`src/rtl/light_cycle_step_ctrl.sv`:
```
// Game-step sequencer for the two-player light-cycle game: sweeps the tile map on start,
// then on each tick reads both target tiles, resolves collisions and writes the trails.
module light_cycle_step_ctrl #(
  parameter int MAP_W    = 64,
  parameter int MAP_H    = 48,
  parameter int START_X1 = 10,
  parameter int START_Y1 = 18,
  parameter int START_X2 = 30,
  parameter int START_Y2 = 40
) (
  input  logic        clk,
  input  logic        rst_n,
  input  logic        start,
  input  logic        tick,
  input  logic [2:0]  dir1,
  input  logic [2:0]  dir2,
  output logic [11:0] mem_addr,
  output logic        mem_we,
  output logic [1:0]  mem_wdata,
  input  logic [1:0]  mem_rdata,
  output logic [2:0]  mode,
  output logic [7:0]  pos_x1,
  output logic [7:0]  pos_y1,
  output logic [7:0]  pos_x2,
  output logic [7:0]  pos_y2,
  output logic        busy
);

  localparam int N_TILES = MAP_W * MAP_H;

  localparam logic [2:0] D_WAIT  = 3'd0;
  localparam logic [2:0] D_RIGHT = 3'd1;
  localparam logic [2:0] D_LEFT  = 3'd2;
  localparam logic [2:0] D_UP    = 3'd3;
  localparam logic [2:0] D_DOWN  = 3'd4;

  localparam logic [1:0] T_EMPTY = 2'd0;
  localparam logic [1:0] T_P1    = 2'd1;
  localparam logic [1:0] T_P2    = 2'd2;
  localparam logic [1:0] T_FRAME = 2'd3;

  localparam logic [2:0] M_START = 3'd0;
  localparam logic [2:0] M_GAME  = 3'd1;
  localparam logic [2:0] M_P1WIN = 3'd2;
  localparam logic [2:0] M_P2WIN = 3'd3;
  localparam logic [2:0] M_OVER  = 3'd4;

  typedef enum logic [3:0] {
    S_IDLE, S_CLEAR, S_PLACE1, S_PLACE2, S_RUN, S_CALC,
    S_RD1, S_RD2, S_CHK, S_WR1, S_WR2, S_END
  } state_t;

  state_t      state_q;
  logic [2:0]  mode_q;
  logic [11:0] mem_addr_q;
  logic        mem_we_q;
  logic [1:0]  mem_wdata_q;
  logic [7:0]  x1_q, y1_q, x2_q, y2_q;
  logic [7:0]  nx1_q, ny1_q, nx2_q, ny2_q;
  logic [2:0]  dir1_q, dir2_q;
  logic [1:0]  tile1_q;

  logic [2:0]  dir1_d, dir2_d;
  logic [7:0]  nx1_d, ny1_d;
  logic        mv1, mv2, same_tgt, crash1, crash2;

  // A reversal request is ignored, as is WAIT or any unused code.
  function automatic logic [2:0] upd_dir(input logic [2:0] cur, input logic [2:0] req);
    logic opp;
    opp = (cur == D_RIGHT && req == D_LEFT) || (cur == D_LEFT && req == D_RIGHT) ||
          (cur == D_UP && req == D_DOWN) || (cur == D_DOWN && req == D_UP);
    if (req == D_WAIT || req > D_DOWN || opp) upd_dir = cur;
    else                                      upd_dir = req;
  endfunction

  function automatic logic [7:0] step_x(input logic [7:0] x, input logic [2:0] d);
    case (d)
      D_RIGHT: step_x = x + 8'd1;
      D_LEFT:  step_x = x - 8'd1;
      default: step_x = x;
    endcase
  endfunction

  function automatic logic [7:0] step_y(input logic [7:0] y, input logic [2:0] d);
    case (d)
      D_DOWN:  step_y = y + 8'd1;
      D_UP:    step_y = y - 8'd1;
      default: step_y = y;
    endcase
  endfunction

  function automatic logic [11:0] tile_addr(input logic [7:0] x, input logic [7:0] y);
    tile_addr = 12'(y) * 12'(MAP_W) + 12'(x);
  endfunction

  function automatic logic [1:0] sweep_tile(input logic [11:0] a);
    int x, y;
    x = int'(a) % MAP_W;
    y = int'(a) / MAP_W;
    sweep_tile = (x == 0 || x == MAP_W - 1 || y == 0 || y == MAP_H - 1) ? T_FRAME : T_EMPTY;
  endfunction

  // Underflow wraps to 255, so a single upper-bound test also catches leaving at 0.
  function automatic logic off_map(input logic [7:0] x, input logic [7:0] y);
    off_map = (x >= 8'(MAP_W)) || (y >= 8'(MAP_H));
  endfunction

  assign dir1_d   = upd_dir(dir1_q, dir1);
  assign dir2_d   = upd_dir(dir2_q, dir2);
  assign nx1_d    = step_x(x1_q, dir1_d);
  assign ny1_d    = step_y(y1_q, dir1_d);
  assign mv1      = (dir1_q != D_WAIT);
  assign mv2      = (dir2_q != D_WAIT);
  assign same_tgt = mv1 && mv2 && (nx1_q == nx2_q) && (ny1_q == ny2_q);
  // tile2 is still on the read port during CHK, so it is used directly.
  assign crash1   = mv1 && (off_map(nx1_q, ny1_q) || tile1_q != T_EMPTY || same_tgt);
  assign crash2   = mv2 && (off_map(nx2_q, ny2_q) || mem_rdata != T_EMPTY || same_tgt);

  always_ff @(posedge clk or negedge rst_n) begin
    if (!rst_n) begin
      state_q     <= S_IDLE;
      mode_q      <= M_START;
      mem_addr_q  <= '0;
      mem_we_q    <= 1'b0;
      mem_wdata_q <= T_EMPTY;
      x1_q        <= 8'(START_X1);
      y1_q        <= 8'(START_Y1);
      x2_q        <= 8'(START_X2);
      y2_q        <= 8'(START_Y2);
      nx1_q       <= '0;
      ny1_q       <= '0;
      nx2_q       <= '0;
      ny2_q       <= '0;
      dir1_q      <= D_WAIT;
      dir2_q      <= D_WAIT;
      tile1_q     <= T_EMPTY;
    end else begin
      mem_we_q <= 1'b0;
      if (start) begin
        state_q     <= S_CLEAR;
        mode_q      <= M_START;
        mem_we_q    <= 1'b1;
        mem_addr_q  <= '0;
        mem_wdata_q <= sweep_tile(12'd0);
      end else begin
        case (state_q)
          S_IDLE: ;
          S_CLEAR: begin
            mem_we_q <= 1'b1;
            if (mem_addr_q == 12'(N_TILES - 1)) begin
              state_q     <= S_PLACE1;
              mem_addr_q  <= tile_addr(8'(START_X1), 8'(START_Y1));
              mem_wdata_q <= T_P1;
            end else begin
              mem_addr_q  <= mem_addr_q + 12'd1;
              mem_wdata_q <= sweep_tile(mem_addr_q + 12'd1);
            end
          end
          S_PLACE1: begin
            state_q     <= S_PLACE2;
            mem_we_q    <= 1'b1;
            mem_addr_q  <= tile_addr(8'(START_X2), 8'(START_Y2));
            mem_wdata_q <= T_P2;
          end
          S_PLACE2: begin
            state_q <= S_RUN;
            mode_q  <= M_GAME;
            x1_q    <= 8'(START_X1);
            y1_q    <= 8'(START_Y1);
            x2_q    <= 8'(START_X2);
            y2_q    <= 8'(START_Y2);
            dir1_q  <= D_WAIT;
            dir2_q  <= D_WAIT;
          end
          S_RUN: if (tick) state_q <= S_CALC;
          S_CALC: begin
            state_q    <= S_RD1;
            dir1_q     <= dir1_d;
            dir2_q     <= dir2_d;
            nx1_q      <= nx1_d;
            ny1_q      <= ny1_d;
            nx2_q      <= step_x(x2_q, dir2_d);
            ny2_q      <= step_y(y2_q, dir2_d);
            mem_addr_q <= tile_addr(nx1_d, ny1_d);
          end
          S_RD1: begin
            state_q    <= S_RD2;
            mem_addr_q <= tile_addr(nx2_q, ny2_q);
          end
          S_RD2: begin
            state_q <= S_CHK;
            tile1_q <= mem_rdata;
          end
          S_CHK: begin
            if (crash1 || crash2) begin
              state_q <= S_END;
              mode_q  <= (crash1 && crash2) ? M_OVER : (crash1 ? M_P2WIN : M_P1WIN);
            end else begin
              state_q     <= S_WR1;
              mem_we_q    <= mv1;
              mem_addr_q  <= tile_addr(nx1_q, ny1_q);
              mem_wdata_q <= T_P1;
            end
          end
          S_WR1: begin
            state_q     <= S_WR2;
            mem_we_q    <= mv2;
            mem_addr_q  <= tile_addr(nx2_q, ny2_q);
            mem_wdata_q <= T_P2;
          end
          S_WR2: begin
            state_q <= S_RUN;
            x1_q    <= nx1_q;
            y1_q    <= ny1_q;
            x2_q    <= nx2_q;
            y2_q    <= ny2_q;
          end
          S_END: ;
          default: state_q <= S_IDLE;
        endcase
      end
    end
  end

  assign mem_addr  = mem_addr_q;
  assign mem_we    = mem_we_q;
  assign mem_wdata = mem_wdata_q;
  assign mode      = mode_q;
  assign pos_x1    = x1_q;
  assign pos_y1    = y1_q;
  assign pos_x2    = x2_q;
  assign pos_y2    = y2_q;
  assign busy      = !(state_q == S_IDLE || state_q == S_RUN || state_q == S_END);

endmodule
```
`config.mk`:
```
export PLATFORM = sky130hd
export DESIGN_NAME = light_cycle_step_ctrl
export DESIGN_NICKNAME = d
export VERILOG_FILES = /design/src/rtl/light_cycle_step_ctrl.sv
export SDC_FILE = /design/constraint.sdc
export NUM_CORES = 1
export LEC_CHECK = 0
export ABC_AREA = 1
export CORE_MARGIN = 8
export CORE_UTILIZATION = 42
export DETAILED_ROUTE_END_ITERATION = 8
export PLACE_DENSITY_LB_ADDON = 0.12
export SETUP_SLACK_MARGIN = 0.3
export SYNTH_ARGS = -nofsm -noshare
export SYNTH_HDL_FRONTEND = slang
export SYNTH_SLANG_ARGS = --single-unit
```
`constraint.sdc`:
```
create_clock -name clk -period 3.6 [get_ports clk]
set_clock_uncertainty 0.15 [all_clocks]
set_input_delay 0.72 -clock clk [delete_from_list [all_inputs] [get_ports clk]]
set_output_delay 0.72 -clock clk [all_outputs]
set_load 0.05 [all_outputs]
```
==> reports/metrics.yaml <==
status: "finished with violations"
violations: "negative setup slack"
switchingPower_mw: 3.80
synthCells: 883
place_area_um2: 8280
clk_latency_ns: 0.35
critPathArrivalTime_ns: 4.01
design.portCount: 63
setup_viol: 8
hold_class: "in2async"
n_antenna_cell: 0
via_per_inst: 5.04
layout.nets: 1112
p_per_area_nw_per_um2: 850
clock_sinks: 94
htreeDepth: 3
cp_max_fo: 4
yosys-mux-area-fraction: 0
core_area_um2: 15700
holdWs_ns: 0.250
finalInstanceArea_um2: 9310
drc: 0
internal-power_mw: 4.12
cpPeakStageDelay_ns: 0.42
synth_top_area_frac: 0.315
ys_types: 49
max_freq_mhz: 254
ys_ff_latch: 94
clock_path_buffers: 2
instances_no_fill: 1280
avgSynthCellArea_um2: 7.55
drtIter0Drc: 294
p_leak_nw: 4.37
fin_crit_sh: 1.09
cp.required_ns: 3.67
grt_pass1_vias: 6503
drive_gt1_frac: 0.278
yosys.area_share.simple: 0.240
pre_cts_slack_ns: -1.06
synth_edf_count: 0
rrSetupSlack_ns: -0.24
finish.utilization: 0.592
fin_tns_setup_ns: -1.95
clk_pin_slew_worst_paths_ns: 0.07
reg2regPathDepth: 23
cp-end-kind: "flop"
synth_commonest_cells: "nand2_1 (185), inv_1 (120), o21ai_0 (87)"
worst_pin_slew_ns: 1.05
synth_top_family_by_area: "simple AND/OR/NAND/NOR gates"
vias: 6454
die_x_um: 142
rsz0062_at_grt: "yes"
cts_made_buffers: 9
synth-xor-area-share: 0.0604
syn2layout_area_growth_pct: 39.6
grt_antenna_before_repair: 0
async_flop_share: 1.00
yosysMostFrequentCell: "nand2_1"
dieArea_um2: 20200
cpMostUsedCell: "o21ai_1"
worst_slack_ns: -0.334
syn_nets: 936
fp-row-count: 46
grt_pass1_wl_um: 32500
critPathBufInv: 4
ir_drop_uv: 452
p_seq_frac: 0.240
portBuffers: 62
cap_violations: 0
crit_family: "adder cells"
power_frac_clock: 0.130
wl_per_cell_um: 15.5
rr_endpoint: "mem_addr[7]"
crit_path_end: "mem_addr[7]"
yosysWarningCount: 0
r2r-start: "dir1_q[2]"
yosysTopAreaCell: "dfrtp_1"
dp_hpwl_um: 14400
startpoint: "dir1[0]"
place_congestion: 0.820
hold_violations: 0
overflow: 0
relSlewSlack: 0.292
die_y_um: 142
synth_area_um2: 6670
layout_min_cycle_time_ns: 3.93
wl_um: 19800
pwr-share-comb: 0.630
total_power_mw: 7.91
dp.cells: 1228
slowest_stage: "fa_2"
report.final.slew_viol_count: 0
crit_type: "in2reg"
start_util: 0.424
ys.flop_type: "dfrtp_1"
synth_compound_area_frac: 0.173
tritoncts: "done"
root_buffer: "clkbuf_16"
switching_share: 0.480
synth_fa_ha_area_frac: 0.0848
grt_max_degree: 52
ys_seq_area_frac: 0.355
drt_first_pass_iters: 7
critPathLaunchType: "primary input"
synth.area.top_cells: "dfrtp_1 (32%), nand2_1 (10%), inv_1 (6.8%)"
ant_nets: 0
grt.total_usage: 0.201
cp.depth: 25
## kinds of logic after synthesis
| logic type | count (synthesis) |
|---|---|
| AO/OA/AOI/OAI | 202 |
| XOR/XNOR | 46 |
| AND/OR/NAND/NOR | 351 |
| buffers and inverters | 149 |
| flip-flops | 94 |
| adder cells (fa/ha/maj) | 41 |
## worst min path at each step
| stage | cells after the start | endpoint | startpoint |
|---|---|---|---|
| finish | 1 | dir1_q[2] | rst_n |
| detailed placement | 2 | mode[1] | mode[1] |
| global route | 1 | mode[2] | rst_n |
| CTS | 1 | dir1_q[2] | rst_n |
| floorplan | 0 | dir1_q[0] | rst_n |
| global placement | 2 | mode[1] | mode[1] |
## what timing repair did
action / 4_1_cts / 5_1_grt
hold buffers: 0 / 0
pin swaps: 61 / 90
setup buffers: 26 / 10
gates resized for setup: 73 / 67
setup endpoints to repair: 30 / 21
## per-layer routing
metal  up-vias  wire length [um]  global-route usage
li1       3284                 -                   -
met1      3017              9440               0.265
met2       127              9090               0.323
met3        26               799              0.0292
met4         0               459              0.0808
met5         -                 0                   0
## worst reg2reg max path, cell delays in order, from the launching register on
cell     delay [ns]
dfrtp_1        0.46
inv_2          0.13
nand3_4        0.09
nor2_4         0.17
nor2_8         0.06
buf_4          0.13
nand3_2        0.07
nand2_2        0.07
nand3_4        0.13
inv_4          0.06
buf_4          0.14
ha_4           0.27
a21oi_4        0.17
o21ai_4        0.08
a21oi_2        0.15
o21ai_1        0.09
xnor2_1        0.13
o21ai_1        0.21
ha_2           0.23
fa_2           0.42
nand2_1        0.07
nand4_1        0.09
nand3_1        0.08
o21ai_1        0.06
## final cells by class
type / count / area (um2)
multi-input cells: 640 / 4270
fillers: 1430 / 6400
clock buffers: 10 / 229
inverters: 130 / 500
flip-flops and latches: 94 / 2360
well taps: 216 / 270
clock inverters: 6 / 86.3
repair buffers: 184 / 1590
## sequential cells by signal, indices dropped and copies added, names as in the netlist, 4 cells and up
signal    flops
nx2_q         8
state_q       4
mem_addr     12
ny1_q         8
pos_x1        8
pos_x2        8
pos_y1        8
nx1_q         8
ny2_q         8
pos_y2        8
## power groups by stage
stage | combinational, mW | clock (mW) | sequential (mW)
floorplan | 2.45 | 0 | 2.33
global placement | 4.45 | 0 | 1.90
detailed placement | 4.47 | 0 | 1.89
CTS | 4.71 | 1.05 | 1.88
global route | 5.48 | 1.09 | 1.96
finish | 4.98 | 1.03 | 1.90
## cell usage in the layout, fill, tap and decap left out, types with 9 or more instances in the layout
master           Yosys  layout
nand2_1            185     169
buf_4                1     112
inv_1              120     110
dfrtp_1             84      84
o21ai_0             87      58
clkdlybuf4s50_1      0      55
nor2_1              57      53
nand3_1             53      40
xor2_1              32      31
a21oi_1             47      28
o21ai_1              9      27
o22ai_1             23      23
nand2_2              8      21
a21oi_2              2      20
ha_1                34      19
nand3_2              4      15
inv_2                8      14
ha_4                 0      14
xnor2_1             14      13
buf_6                3      12
nand4_1             10      10
dfstp_2             10      10
nor3_1              10       9
clkbuf_16            0       9
(Power assumes the default switching activity.)
